### src/rtl/nibble_serial_adder_ctrl.sv
// Serial W-bit adder: one shared 4-bit slice steps LSB nibble first, carry held in a register.
// Optional subtract mode is enabled by defining NIBBLE_SERIAL_SUB_EN (adds the 'sub' input).
module nibble_serial_adder_ctrl #(
  parameter int NIBBLES = 4
) (
  input  logic                 clk,
  input  logic                 rst,
  input  logic                 start,
  input  logic [4*NIBBLES-1:0] a,
  input  logic [4*NIBBLES-1:0] b,
  input  logic                 cin,
`ifdef NIBBLE_SERIAL_SUB_EN
  input  logic                 sub,
`endif
  output logic                 busy,
  output logic                 done,
  output logic [4*NIBBLES-1:0] sum,
  output logic                 cout
);

  localparam int W     = 4 * NIBBLES;
  localparam int IDX_W = (NIBBLES > 1) ? $clog2(NIBBLES) : 1;
  localparam logic [IDX_W-1:0] LAST_IDX = IDX_W'(NIBBLES - 1);

  typedef enum logic [1:0] {
    S_IDLE = 2'd0,
    S_RUN  = 2'd1,
    S_DONE = 2'd2
  } state_t;

  state_t           state_q, state_d;
  logic [IDX_W-1:0] idx_q, idx_d;
  logic             carry_q, carry_d;
  logic [W-1:0]     a_q, a_d;
  logic [W-1:0]     b_q, b_d;
  logic [W-1:0]     sum_q, sum_d;
  logic             cout_q, cout_d;

  logic [3:0]       nib_a, nib_b;
  logic [4:0]       nib_res;
  logic [W-1:0]     b_load;
  logic             c_load;

  // One 4-bit slice of the ripple: {carry_out, sum_nibble}
  function automatic logic [4:0] nib_add(input logic [3:0] x,
                                         input logic [3:0] y,
                                         input logic       c);
    return {1'b0, x} + {1'b0, y} + {4'b0000, c};
  endfunction

  // Subtraction is a + ~b + 1, so the operand inversion happens once at latch time
  always_comb begin
`ifdef NIBBLE_SERIAL_SUB_EN
    b_load = sub ? ~b : b;
    c_load = sub | cin;
`else
    b_load = b;
    c_load = cin;
`endif
  end

  always_comb begin
    nib_a = 4'h0;
    nib_b = 4'h0;
    for (int n = 0; n < NIBBLES; n++) begin
      if (idx_q == IDX_W'(n)) begin
        nib_a = a_q[4*n +: 4];
        nib_b = b_q[4*n +: 4];
      end
    end
    nib_res = nib_add(nib_a, nib_b, carry_q);
  end

  always_comb begin
    state_d = state_q;
    idx_d   = idx_q;
    carry_d = carry_q;
    a_d     = a_q;
    b_d     = b_q;
    sum_d   = sum_q;
    cout_d  = cout_q;

    unique case (state_q)
      S_IDLE, S_DONE: begin
        if (start) begin
          state_d = S_RUN;
          a_d     = a;
          b_d     = b_load;
          carry_d = c_load;
          idx_d   = '0;
          sum_d   = '0;
        end else begin
          state_d = S_IDLE;
        end
      end
      S_RUN: begin
        for (int n = 0; n < NIBBLES; n++) begin
          if (idx_q == IDX_W'(n)) sum_d[4*n +: 4] = nib_res[3:0];
        end
        carry_d = nib_res[4];
        if (idx_q == LAST_IDX) begin
          cout_d  = nib_res[4];
          idx_d   = '0;
          state_d = S_DONE;
        end else begin
          idx_d = idx_q + IDX_W'(1);
        end
      end
      default: state_d = S_IDLE;
    endcase
  end

  always_ff @(posedge clk) begin
    if (rst) begin
      state_q <= S_IDLE;
      idx_q   <= '0;
      carry_q <= 1'b0;
      a_q     <= '0;
      b_q     <= '0;
      sum_q   <= '0;
      cout_q  <= 1'b0;
    end else begin
      state_q <= state_d;
      idx_q   <= idx_d;
      carry_q <= carry_d;
      a_q     <= a_d;
      b_q     <= b_d;
      sum_q   <= sum_d;
      cout_q  <= cout_d;
    end
  end

  assign busy = (state_q == S_RUN);
  assign done = (state_q == S_DONE);
  assign sum  = sum_q;
  assign cout = cout_q;

endmodule

### config.mk
export PLATFORM = sky130hd
export DESIGN_NAME = nibble_serial_adder_ctrl
export DESIGN_NICKNAME = d
export VERILOG_FILES = /design/src/rtl/nibble_serial_adder_ctrl.sv
export SDC_FILE = /design/constraint.sdc
export NUM_CORES = 1
export LEC_CHECK = 0
export CORE_ASPECT_RATIO = 0.5
export CORE_MARGIN = 5
export CORE_UTILIZATION = 62
export DETAILED_ROUTE_END_ITERATION = 10
export DONT_BUFFER_PORTS = 1
export PLACE_DENSITY = 0.78
export RECOVER_POWER = 25
export SLEW_MARGIN = 0
export SYNTH_ARGS = -nofsm -noshare
export SYNTH_HDL_FRONTEND = slang
export SYNTH_SLANG_ARGS = --single-unit
export TNS_END_PERCENT = 5
### constraint.sdc
create_clock -name clk -period 3.5 [get_ports clk]
set_clock_uncertainty 0.2 [all_clocks]
set_input_delay 0.7 -clock clk [delete_from_list [all_inputs] [get_ports clk]]
set_output_delay 0.7 -clock clk [all_outputs]
set_load 0.02 [all_outputs]
* Word-level counts from Yosys, hierarchy flattened
Cells that the tools add are included.
** Storage, ports and cells
- Bits in registers :: 54
- Bits of input ports :: 36
- Output and inout port bits :: 19
- Word-level logic and storage cells :: 56
** Cells by class
- Add/subtract/negate cells :: 3
- Eq/ne operators :: 10
- Muxes and demuxes :: 22
- Reductions and logical operators :: 11
** Operators by type and width (count)
- $mux W4 :: 12
- $pmux W16 S2 :: 1
- $mux W16 :: 1
- $reduce_and A3 Y1 :: 4
- $ne A2 B1 Y1 const B :: 4
- $pmux W2 S2 :: 2
- $eq A2 B2 Y1 const B :: 3
- $mux W2 :: 3
- $reduce_and A2 Y1 :: 3
- $add A4 B4 Y5 :: 1
- $add A5 B1 Y5 :: 1
- $eq A2 B1 Y1 const B :: 2
- $logic_not A2 Y1 :: 2
- $add A2 B1 Y2 const B :: 1
- $mux W1 :: 2
- $ne A2 B2 Y1 const B :: 1
- $pmux W1 S2 :: 1
- $reduce_bool A2 Y1 :: 1
- $reduce_or A2 Y1 :: 1

* Depth between registers and ports, before layout
Gate-level depths: netlist of run 1.
- Word-level depth :: 9
- Gate-level depth with buffers :: 13
- Depth with buffers taken out :: 11

* Least setup slack after synthesis of run 1
No wires, ideal clock.
- Path type :: reg-to-reg
- From :: register idx_q[0]
- To :: register sum_q[14] (netlist: sum[14])
- Setup time :: 70 ps
- Arrival time :: 2614 ps
- Data required time :: 3230 ps
- Setup slack :: 616 ps
- Cell stages (with the launch flop) :: 11
- Path buffers :: 2
- Clock period less this slack :: 2884 ps
- Cells stage by stage :: dfxtp_1 ha_1 clkbuf_1 buf_2 a22oi_1 fa_1 fa_1 and2b_1 nor3b_2 nand2_1 a21oi_1
** On the way
- Word-level cells in the longest chain between the ends :: 9
- Elaborated cells between the ends (all ways) :: 18
- Those cells by class :: add/sub: 2; eq/ne: 4; mux: 10; reduce/logical: 2
** Ends and longest elaborated chain
- start, declared :: RTL line 32 : logic [IDX_W-1:0] idx_q, idx_d;
- start signal, assigned :: RTL line 124 : idx_q <= idx_d;
- $logic_not A2 Y1 :: RTL line 66 : if (idx_q == IDX_W'(n)) begin
- $mux W4 (4 in a row) :: RTL line 66
- $add A4 B4 Y5 :: RTL line 48 : return {1'b0, x} + {1'b0, y} + {4'b0000, c};
- $add A5 B1 Y5 :: RTL line 48
- $mux W4 :: RTL line 98 : if (idx_q == IDX_W'(n)) sum_d[4*n +: 4] = nib_res[3:0];
- $pmux W16 S2 :: RTL line 83 : unique case (state_q)
- end signal, assigned :: RTL line 128 : sum_q <= sum_d;
- end, declared :: RTL line 36 : logic [W-1:0] sum_q, sum_d;
Parallel ways exist; a longest one is shown, timed or not. The select of a mux whose other input is x is not followed.
A chain may end at the register's enable or synchronous reset.

* Worst setup path in the final report of run 1
- From :: register idx_q[0]
- To :: register sum_q[2] (netlist: sum[2])
** On the way
- Word-level cells in the longest chain between the ends :: 9
- Elaborated cells between the ends (all ways) :: 18
- Those cells by class :: add/sub: 2; eq/ne: 4; mux: 10; reduce/logical: 2
** Ends and longest elaborated chain (RTL line)
- $logic_not A2 Y1 :: 66, 98
- $mux W4 (4 in a row) :: 66
- $add A4 B4 Y5 :: 48
- $add A5 B1 Y5 :: 48
- $mux W4 :: 98
- $pmux W16 S2 :: 83
Parallel ways exist; a longest one is shown, timed or not. The select of a mux whose other input is x is not followed.

==> metrics.txt, run 1 <==
CP arrival=3.19 ns; RSZ-0062 raised after global routing=no; HP Start=rst; power density over the cells=about 460 nW/um^2; post-DR vias/cell=5.835; WL/cell=15.10 um; core footprint=just under 4000 sq um; number of buffers inserted by port buffering=0; total of max-cap violations=0; Synth Net Count=~370; Antenna Cells=0; Starting Density=~64%; final hold violation count=0; clk buf depth=2; Fmax=318.0 MHz; total gr overflow=0; GRT Total Usage=21.02%; Fillers=350; fin crit share=approximately 90%; Horiz. Die Dim=99.96 um; WP data required=3.54 ns; root buffer cell=clkbuf_8; fraction of layout cells with a size suffix above 1=7.120%; Hold Path Class=primary input to flip-flop; CTS tree=yes; die area=about 5500 sq um; initial DRC count=142; CTS buffer count=5; die height=approximately 55 um; DP HPWL=3879 um; wire length of the first global-routing pass=8997 um; Worst Setup Path Type=flip-flop to flip-flop; CTS H-tree depth=2; CP Capture Type=flip-flop; outcome=complete, no violations; Ports=55; setup_tns=0 ns; # resized after CTS=0; CP max FO=18; Final Max Slew Viols=0; worst skew pair latency=0.31 ns; cell area after synthesis=2509 sq um; min Tclk post-route=3.145 ns; worst slew pin tran=0.9564 ns; Rows=16; leakage=roughly 0.93 nW; drt total wl=roughly 5500 um; router iterations before antenna repair=4; Reg clk slew, reported paths=roughly 0.10 ns; slew margin rel.=36.24%; worst setup path start=idx_q[0]; vias in the first global route=1,928; YS warnings=0; initial antenna violation count=0; worst reg2reg path startpoint=idx_q[0]; Avg Inst Size Synth=~7.7 sq um; post-route DRC violation count=0; RD Place Congestion=0.8122; worst vdd ir=roughly 0.00023 V; Mapped Cells=324; Num Clock Sinks=54; hold_buf cts=0; largest net degree at the start of global routing=60; Unique masters post-synth=29; vias after detailed routing=between 2k and 2.5k; # Post-CTS Setup Buffers=0; P&R area growth vs syn=2.444%; post-route ant nets=0; final setup fails=0; Setup crit start kind=flip-flop; Nets=353; register area share after synthesis=43.09%; number of synthesized register bits=54; Finished Core Util=around two thirds
## flip-flops by register name, indices dropped and copies added (netlist names)
signal	cells
a_q	16
b_q	16
sum	16
idx_q	2
state_q	2
carry_q	1
cout	1
## cell families after synthesis
| family | after synthesis | synth area share (%) |
|---|---|---|
| AOI/OAI and AO/OA | 82 | 17.51 |
| adders and majority gates | 9 | 5.087 |
| buffers and inverters | 34 | 6.035 |
| DFF | 54 | 43.09 |
| and+or+nand+nor | 145 | 28.28 |
## area by class of cell
class                           count  area (sq um)  area share, %
Multi-Input combinational cell    236          1281          49.85
Sequential cell                    54          1081          42.06
Clock buffer                        6         82.58          3.213
Tap cell                           54         67.56          2.629
Inverter                            9         33.78          1.315
Clock inverter                      2         12.51         0.4869
Timing Repair Buffer                2         11.26         0.4382
## cell usage in the layout (no fill, tap or decap), types with 2 or more instances in the layout
cell type	count
a21oi_1	65
a22oi_1	5
and2b_1	2
clkbuf_8	6
dfxtp_1	54
fa_1	2
ha_1	7
inv_1	9
nand2_1	85
nand3_1	16
nand3b_1	7
nand4_1	4
nand4b_1	4
nor2_1	4
nor2b_1	3
nor3_1	2
o21ai_0	9
or2_2	8
or4_1	4
## routing by layer
layer / global-route usage, % / wire (um)
met5: 0 / 0
met4: 6.122 / 49
met3: 6.383 / 423
met2: 32.45 / 2352
met1: 28.69 / 2654
## Yosys cell counts
library cell	number	area [sq um]
nand4_1	4	25.02
nor2b_1	4	25.02
o21a_1	1	7.510
inv_1	9	33.78
or2_2	8	50.05
dfxtp_1	54	1081
nor3b_1	1	7.510
a22o_1	1	8.760
nand3_1	16	80.08
nor3_1	2	10.01
buf_4	1	7.510
o21ai_0	9	45.04
o21a_4	1	15.01
nand3b_1	7	52.55
a22oi_1	5	37.54
nand2_1	85	319.1
buf_2	16	80.08
fa_1	2	40.04
nand3b_4	1	20.02
nand4b_1	4	35.03
clkbuf_1	7	26.28
nand2b_1	2	12.51
and2b_1	2	15.01
ha_1	7	87.58
or4_1	4	30.03
buf_1	1	3.750
a21oi_1	65	325.3
nor3b_2	1	12.51
nor2_1	4	15.01
## worst paths after layout
| check | to | slack (ns) | cells after the start |
|---|---|---|---|
| min reg2reg | a_q[9] | 0.26 | 2 |
| max | sum[2] | 0.36 | 10 |
| max reg2reg | sum[2] | 0.36 | 10 |
| min | sum[13] | 0.25 | 1 |
## power breakdown
group          internal [mW]  switching, mW  leakage (nW)
Clock                  0.159          0.204        0.0472
Combinational         0.0523         0.0915         0.440
Sequential             0.644         0.0247         0.441
Total                  0.855          0.320         0.928
## worst max-delay path, cell delays in order, from the launching register on
cell	delay, ns
dfxtp_1	0.41
ha_1	0.53
a21oi_1	0.13
o21ai_0	0.11
a22oi_1	0.11
fa_1	0.47
fa_1	0.40
and2b_1	0.18
nor3b_2	0.30
nand2_1	0.09
a21oi_1	0.15
## stage by stage
stage               area, sq um  power (mW)  std cells  setup WS, ns  hold WS (ns)
finish                     2570       1.175        363        0.3551        0.2463
global route               2570       1.234        363       0.05428        0.2264
floorplan                  2509      0.8034        324        0.6156        0.2363
detailed placement         2479      0.8263        355        0.4050        0.2427
CTS                        2574       1.181        363        0.3727        0.2399
global placement           2479      0.8193        355        0.5267        0.2383
Note: power is estimated with default switching activity, not from simulation.
==> run 2: changes to the inputs <==
- clock period: 3.5 -> 2.9 ns (I/O delays scaled with it)
==> metrics.txt, run 2 (synthesis gave the netlist of run 1 again) <==
die area=5496 sq um; initial antenna violation count=0; die height=around 55 um; Ports=55; number of buffers inserted by port buffering=0; worst slew pin tran=0.6632 ns; CTS H-tree depth=2; CTS buffer count=5; Hold Path Class=primary input to flip-flop; CP arrival=between 2 and 3 ns; r2r setup slk=0.18 ns; vias after detailed routing=2,150; wire length of the first global-routing pass=roughly 9300 um; final setup fails=0; GRT Total Usage=21.52%; worst skew pair latency=0.30 ns; Num Clock Sinks=54; RD Place Congestion=0.8029; outcome=complete, no violations; core footprint=3904 sq um; total of max-cap violations=0; WP data required=between 2 and 3 ns; commonest non-fill, non-tap cell in the layout=nand2_1; commonest non-fill, non-tap cells in the layout=nand2_1, a21oi_1, dfxtp_1; Finished Core Util=69.04%; total gr overflow=0; post-route DRC violation count=0; WL/cell=roughly 15 um; min Tclk post-route=around 2.7 ns; Reg clk slew, reported paths=~0.090 ns; clk buf depth=2; post-route ant nets=0; drt total wl=between 5000 and 6000 um; Antenna Cells=0; Setup crit start kind=flip-flop; Fmax=368.3 MHz; initial DRC count=114; Horiz. Die Dim=99.96 um; final hold violation count=0; CP max FO=9; CTS tree=yes; fin crit share=between 90% and 100%; largest net degree at the start of global routing=60; Starting Density=64.26%; root buffer cell=clkbuf_8; router iterations before antenna repair=4; power density over the cells=around 530 nW/um^2; Nets=362; Tot Pwr=approximately 1.4 mW; Worst Setup Path Type=flip-flop to flip-flop; worst vdd ir=0.0002569 V; setup_tns=0 ns; vias in the first global route=1,952; leakage=0.9819 nW; CP Capture Type=flip-flop; P&R area growth vs syn=7.431%; slew margin rel.=55.59%; Final Max Slew Viols=0; DP HPWL=about 4100 um; post-DR vias/cell=a little under 6; Rows=16; fraction of layout cells with a size suffix above 1=12.89%
run 2: area by class of cell:
cell class	count	area, sq um
clock inverters	1	5.005
clock buffers	7	86.33
multi-input cells	236	1334
well taps	54	67.56
fillers	339	1209
flip-flops and latches	54	1086
repair buffers	11	82.58
inverters	9	33.78
run 2: stage by stage:
step	area [sq um]	cells	hold slack (ns)	worst slack, ns
after floorplan	2509	324	0.2363	0.01559
after global placement	2539	363	0.2416	0.06073
after detailed placement	2539	363	0.2431	-0.06229
after CTS	2638	371	0.1309	0.006608
after global routing	2695	372	0.1163	-0.006658
final	2695	372	0.1456	0.1845
run 2: repair_timing:
action / CTS / global route
hold endpoints to repair: 0 / 0
gates resized for setup: 3 / 13
cloned: 0 / 0
hold buffers: 0 / 0
setup endpoints to repair: 4 / 14
buffers inserted: 0 / 1
pin swaps: 0 / 3
run 2: worst max-delay path, stage by stage, from the launching register on:
cell     delay [ns]
dfxtp_2        0.39
inv_2          0.08
ha_4           0.20
o21ai_0        0.17
a22oi_1        0.12
fa_2           0.43
fa_1           0.39
and2b_1        0.20
nor3b_4        0.26
nand2_1        0.08
a21oi_1        0.14
run 2: worst paths after layout:
kind | start | endpoint | cells after the start
worst max-delay path | idx_q[1] | sum[10] | 10
worst min-delay path | rst | carry_q | 1
worst max register to register | idx_q[1] | sum[10] | 10
worst min register to register | a_q[9] | a_q[9] | 2
run 2: routing by layer:
metal,share of wire [%],vias to the layer above,track usage [%]
met3,6.3,4,5.882
met1,49,1012,29.91
met4,0.30,0,3.175
met5,0,-,0
li1,-,1078,-
met2,44,56,34.55
run 2: power by group:
group,internal (mW),switching [mW],total [mW]
combinational,0.0793,0.118,0.197
clock,0.193,0.232,0.425
sequential,0.777,0.0315,0.808
total,1.05,0.381,1.43
==> run 3: changes to the inputs <==
- ABC_AREA: not set -> 0
- ABC_CLOCK_PERIOD_IN_PS: not set -> 2900
==> results of run 3 <==
No change in the layout: final DEF, timing and power equal those of run 2.
